**src/rtl/loadrc.sv**
```systemverilog
// Toeplitz seed loader: assembles row0 (N bits) and col0 (L bits) from a BS-bit
// word stream. Optional top-left corner consistency check under LOADRC_CORNER_CHECK_EN.
module loadrc #(
   parameter int BS = 64,
   parameter int N  = 256,
   parameter int L  = 128
) (
   input  logic          clk,
   input  logic          reset_n,
   input  logic          start,
   input  logic          abort,
   input  logic [BS-1:0] in_data,
   input  logic          in_valid,
   output logic          in_ready,
   output logic [N-1:0]  row0,
   output logic [N-1:0]  rrow0,
   output logic [L-1:0]  col0,
   output logic          seed_valid,
   output logic          busy,
   output logic          err
);
   localparam int ROW_WORDS = N / BS;
   localparam int COL_WORDS = L / BS;
   localparam int MAX_WORDS = ((N > L) ? N : L) / BS;
   localparam int CW        = $clog2(MAX_WORDS) + 1;
   localparam logic [CW-1:0] ROW_LAST = CW'(ROW_WORDS - 1);
   localparam logic [CW-1:0] COL_LAST = CW'(COL_WORDS - 1);

   if ((N % BS) != 0 || (L % BS) != 0) begin : g_bad_param
      $error("loadrc: N and L must be integer multiples of BS");
   end

   typedef enum logic [1:0] {IDLE, LOAD_ROW, LOAD_COL, DONE} state_t;

   state_t         r_state, w_nxt;
   logic [CW-1:0]  r_cnt;
   logic [N-1:0]   r_row0;
   logic [L-1:0]   r_col0;
   logic           w_loading, w_ld, w_wr;

   assign w_loading = (r_state == LOAD_ROW) || (r_state == LOAD_COL);
   assign w_ld      = start && ((r_state == IDLE) || (r_state == DONE));
   // A word arriving alongside abort is accepted by the handshake but dropped.
   assign w_wr      = w_loading && in_valid && !abort;

   always_ff @(posedge clk or negedge reset_n) begin
      if (!reset_n) r_state <= IDLE;
      else          r_state <= w_nxt;
   end

   always_comb begin
      w_nxt = r_state;
      case (r_state)
         IDLE:     if (start) w_nxt = LOAD_ROW;
         LOAD_ROW: if (abort) w_nxt = IDLE;
                   else if (w_wr && r_cnt == ROW_LAST) w_nxt = LOAD_COL;
         LOAD_COL: if (abort) w_nxt = IDLE;
                   else if (w_wr && r_cnt == COL_LAST) w_nxt = DONE;
         DONE:     if (start) w_nxt = LOAD_ROW;
         default:  w_nxt = IDLE;
      endcase
   end

   always_ff @(posedge clk or negedge reset_n) begin
      if (!reset_n) begin
         r_cnt  <= '0;
         r_row0 <= '0;
         r_col0 <= '0;
      end else if (w_ld) begin
         r_cnt  <= '0;
         r_row0 <= '0;
         r_col0 <= '0;
      end else if (w_loading && abort) begin
         r_cnt <= '0;
      end else if (w_wr) begin
         if (r_state == LOAD_ROW) begin
            for (int k = 0; k < ROW_WORDS; k++)
               if (r_cnt == CW'(k)) r_row0[k*BS +: BS] <= in_data;
            r_cnt <= (r_cnt == ROW_LAST) ? '0 : r_cnt + 1'b1;
         end else begin
            for (int k = 0; k < COL_WORDS; k++)
               if (r_cnt == CW'(k)) r_col0[k*BS +: BS] <= in_data;
            r_cnt <= (r_cnt == COL_LAST) ? '0 : r_cnt + 1'b1;
         end
      end
   end

`ifdef LOADRC_CORNER_CHECK_EN
   logic r_err;
   // row0[0] and col0[0] name the same matrix element; they must agree.
   always_ff @(posedge clk or negedge reset_n) begin
      if (!reset_n)  r_err <= 1'b0;
      else if (w_ld) r_err <= 1'b0;
      else if (w_wr && r_state == LOAD_COL && r_cnt == '0 && in_data[0] != r_row0[0])
         r_err <= 1'b1;
   end
   assign err = r_err;
`else
   assign err = 1'b0;
`endif

   always_comb begin
      for (int i = 0; i < N; i++) rrow0[i] = r_row0[N-1-i];
   end

   assign row0       = r_row0;
   assign col0       = r_col0;
   assign in_ready   = w_loading;
   assign busy       = w_loading;
   assign seed_valid = (r_state == DONE);
endmodule

```
**config.mk**
```make
export PLATFORM = sky130hd
export DESIGN_NAME = loadrc
export DESIGN_NICKNAME = d
export VERILOG_FILES = /design/src/rtl/loadrc.sv
export SDC_FILE = /design/constraint.sdc
export NUM_CORES = 1
export LEC_CHECK = 0
export ABC_AREA = 0
export CORE_AREA = 4 4 272 274
export CTS_CLUSTER_DIAMETER = 80
export DETAILED_ROUTE_END_ITERATION = 16
export DIE_AREA = 0 0 276 278
export SLEW_MARGIN = 20
export SYNTH_ARGS = -nofsm -noshare
export SYNTH_HDL_FRONTEND = slang
export SYNTH_SLANG_ARGS = --single-unit
```
**constraint.sdc**
```tcl
create_clock -name clk -period 6 [get_ports clk]
set_input_delay 1.2 -clock clk [delete_from_list [all_inputs] [get_ports clk]]
set_output_delay 1.2 -clock clk [all_outputs]
set_load 0.01 [all_outputs]
```
==> summary.md <==
| Metric | Value |
|---|---|
| Ys Warns | `0` |
| Worst-margin pin slew | `about 1.1 ns` |
| I/O Buffers | `between 700 and 800` |
| Worst path cell trace | `inv_1 > ha_1 > inv_1 > clkdlybuf4s50_1` |
| WL per Instance | `22.22 um` |
| CTS tree | `done` |
| Post-route non-filler standard cell count | `~3,300` |
| CTS resizes | `0` |
| Vias in the first global route | `roughly 17,000` |
| Crit path time final | `3.424 ns` |
| Slew margin rel. | `between 20% and 30%` |
| Post-synthesis sequential area ratio | `51.73%` |
| Clock power frac | `approximately a quarter` |
| Post-Syn Area | `about 19,000 um2` |
| FMAX | `0.2921 GHz` |
| Max stage delay on crit path | `0.57 ns` |
| Multi-input logic area | `6036 um2` |
| Seq pwr share | `between 30% and 40%` |
| Endpoints failing hold | `0` |
| Area leader, netlist | `dfrtp_1` |
| Antenna violations before repair | `0` |
| GRT Overall Usage | `between 10% and 20%` |
| Layout cells sized above 1 | `around 4.5%` |
| Distinct cells, synth | `35` |
| # diodes | `0` |
| # fillers | `between 7,000 and 8,000` |
| CP Launch Type | `flop` |
| Longest Clk Path Bufs | `3` |
| Compound-gate portion of the synthesized area | `a little over a tenth` |
| Commonest non-fill, non-tap cell in the layout | `clkdlybuf4s50_1` |
| Die area | `approximately 77,000 um2` |
| Sink Count | `~390` |
| Power Internal | `6.593 mW` |
| Initial drt markers | `1,090` |
| Core area | `roughly 71,000 um2` |
| Final #Nets | `2,391` |
| HP Class | `reg2reg` |
| Synth Area in Adders | `less than 1%` |
| Crit share post-route | `a little under three fifths` |
| WP buf/inv | `3` |
| Initial Util | `a little over a quarter` |
| Hold-fix buffers, CTS | `0` |
| Worst path required time | `around 4.8 ns` |
| Largest net degree at the start of global routing | `about 130` |
| Finish-stage setup viols | `0` |
| Share of the synthesized area in the top cell type | `about half` |
| Post-synth top flop | `dfrtp_1` |
| I/O Pins | `slightly above 700` |
| Setup tns final | `0 ns` |
| Worst Clk Skew | `about 0.025 ns` |
| Skew-Pair Late Insertion Delay | `between 0.5 and 0.6 ns` |
| Syn Nets | `2,021` |
| Die Y | `278 um` |
| Pwr Density | `406.6 nW/um2` |
| Most frequent cells in the layout | `clkdlybuf4s50_1 (710), dfrtp_1 (389), a21oi_1 (194)` |
| Maximum fanout along the worst path | `12` |
| Syn Area/Cell | `9.686 um2` |
| Status | `completed` |
| Post-Synth XOR/XNOR Area | `0%` |
| Worst-path clk slew | `0.06 ns` |
| Top cell family by delay on the critical path | `buffers and inverters` |
| DIE WIDTH | `between 200 and 300 um` |
| Placed insts | `between 3,000 and 4,000` |
| Root Driver | `clkbuf_16` |
| Reg area | `9734 um2` |
| DRT Wirelength | `approximately 73,000 um` |
| Sw Pwr | `roughly 4 mW` |
| Async SR Flop Fraction | `between 90% and 100%` |
| Sw Share | `a little under two fifths` |
| Post-synth EDFFs | `0` |
| Kind of critical path | `reg2out` |
| Final RePlAce weighted congestion | `between 0.8 and 0.9` |
| Static Leak | `about 12 nW` |
| Largest family of logic cells by synthesized area | `buffers and inverters` |
| First-pass GRT wire length | `roughly 110,000 um` |
| DRC violations left | `0` |
| Vias per std cell | `~4.8` |
| Area Overhead vs Synth | `39.19%` |
| Post-synthesis mux area share | `approximately a tenth` |
| RSZ-0062 raised after global routing | `no` |
| Crit-path slowest cell | `ha_1` |
| Pre-antenna DRT Iters | `6` |
| Hold Worst Slack | `0.5269 ns` |
| Simple-gate share of the synthesized area | `9.767%` |
| Detail Placement HPWL | `50,350 um` |
| Syn Inst Count | `1,943` |
| Global route overflow | `0` |
| Total power | `roughly 11 mW` |
| CTS buffer count | `45` |
| H-tree depth | `2` |
| Detailed-route via count | `15,770` |
| Comb pwr share | `between 40% and 50%` |
| Crit end category | `output pin` |
| Row Count | `98` |
| Flops & latches, synth | `about 390` |
| Peak VDD IR | `~250 uV` |
| Critical Path AT | `around 2.2 ns` |
| Maxcap violations | `0` |
| Post-CTS Repair Setup Buffers | `0` |
| Synth area leaders | `dfrtp_1 (52%), buf_4 (10%), mux2i_1 (10%)` |
| Max Slew Vio Count | `0` |
| Final antenna-violating net count | `0` |
| Most common cell on crit path | `inv_1` |
==> kinds of logic (layout without fill, tap and decap cells) <==
family          after synthesis  after routing
other cells                   1              1
flops                       389            389
fa+ha+maj                     9              9
compound gates              400            400
buf+inv                     544            947
mux                         193            193
simple gates                407            407
==> worst min-delay path: stages (launching register included) <==
cell and delay [ns]:
dfrtp_1 0.38, nand2_1 0.06, mux2i_1 0.05
==> power groups by stage <==
stage / Clock [mW] / Combinational (mW) / Sequential, mW
6_report: 2.64 / 4.43 / 3.58
5_1_grt: 2.81 / 4.73 / 3.65
4_1_cts: 2.72 / 4.48 / 3.59
3_5_place_dp: 0 / 4.46 / 3.62
3_3_place_gp: 0 / 4.40 / 3.60
2_1_floorplan: 0 / 2.15 / 3.72
==> worst paths after layout <==
check,startpoint,to,slack [ns],cells past startpoint
worst max-delay path,r_state[0],busy,2.58,4
min in group asynchronous,reset_n,col0[26],0.67,1
worst min-delay path,col0[123],col0[123],0.53,2
worst min register to register,col0[123],col0[123],0.53,2
worst max register to register,r_cnt[1],col0[120],2.63,6
max in group asynchronous,reset_n,row0[111],3.93,2
==> stage by stage <==
stage | cell area, um2 | worst slack (ns) | util, %
global route | 26190 | 2.432 | 36.70
global placement | 24800 | 2.156 | 34.74
finish | 26190 | 2.576 | 36.70
detailed placement | 24800 | 1.996 | 34.74
CTS | 26190 | 2.529 | 36.70
floorplan | 18820 | 3.425 | -
==> registers in the layout, indices dropped and copies added, names as in the netlist <==
signal / flops
row0: 256
col0: 128
r_cnt: 3
r_state: 2
==> layer usage <==
| layer | GRT usage [%] | vias to the layer above | part of all wire [%] | wire length (um) |
|---|---|---|---|---|
| met3 | 4.077 | 127 | 6.8 | 4973 |
| met1 | 21.89 | 7924 | 39 | 28780 |
| met4 | 5.895 | 0 | 3.1 | 2305 |
| met2 | 32.45 | 783 | 51 | 37180 |
| li1 | - | 6939 | - | - |
| met5 | 0 | - | 0 | 0 |
==> Yosys cell counts (9+ instances only) <==
master      n
a21oi_1   194
buf_2      29
buf_4     260
buf_6      13
clkbuf_1   99
dfrtp_1   389
ha_1        9
inv_1     135
mux2i_1   193
nand2_1   194
nand3_1   192
o21ai_0   193
==> cell type report <==
cell class,count,area share [%]
inverter,135,1.935
sequential,389,37.16
clock buffer,61,4.796
clock inverter,19,0.5445
multi-input combinational,1010,23.04
tap,950,4.538
timing repair buffer,732,27.98
No activity file was read; power rests on OpenSTA's default activity.
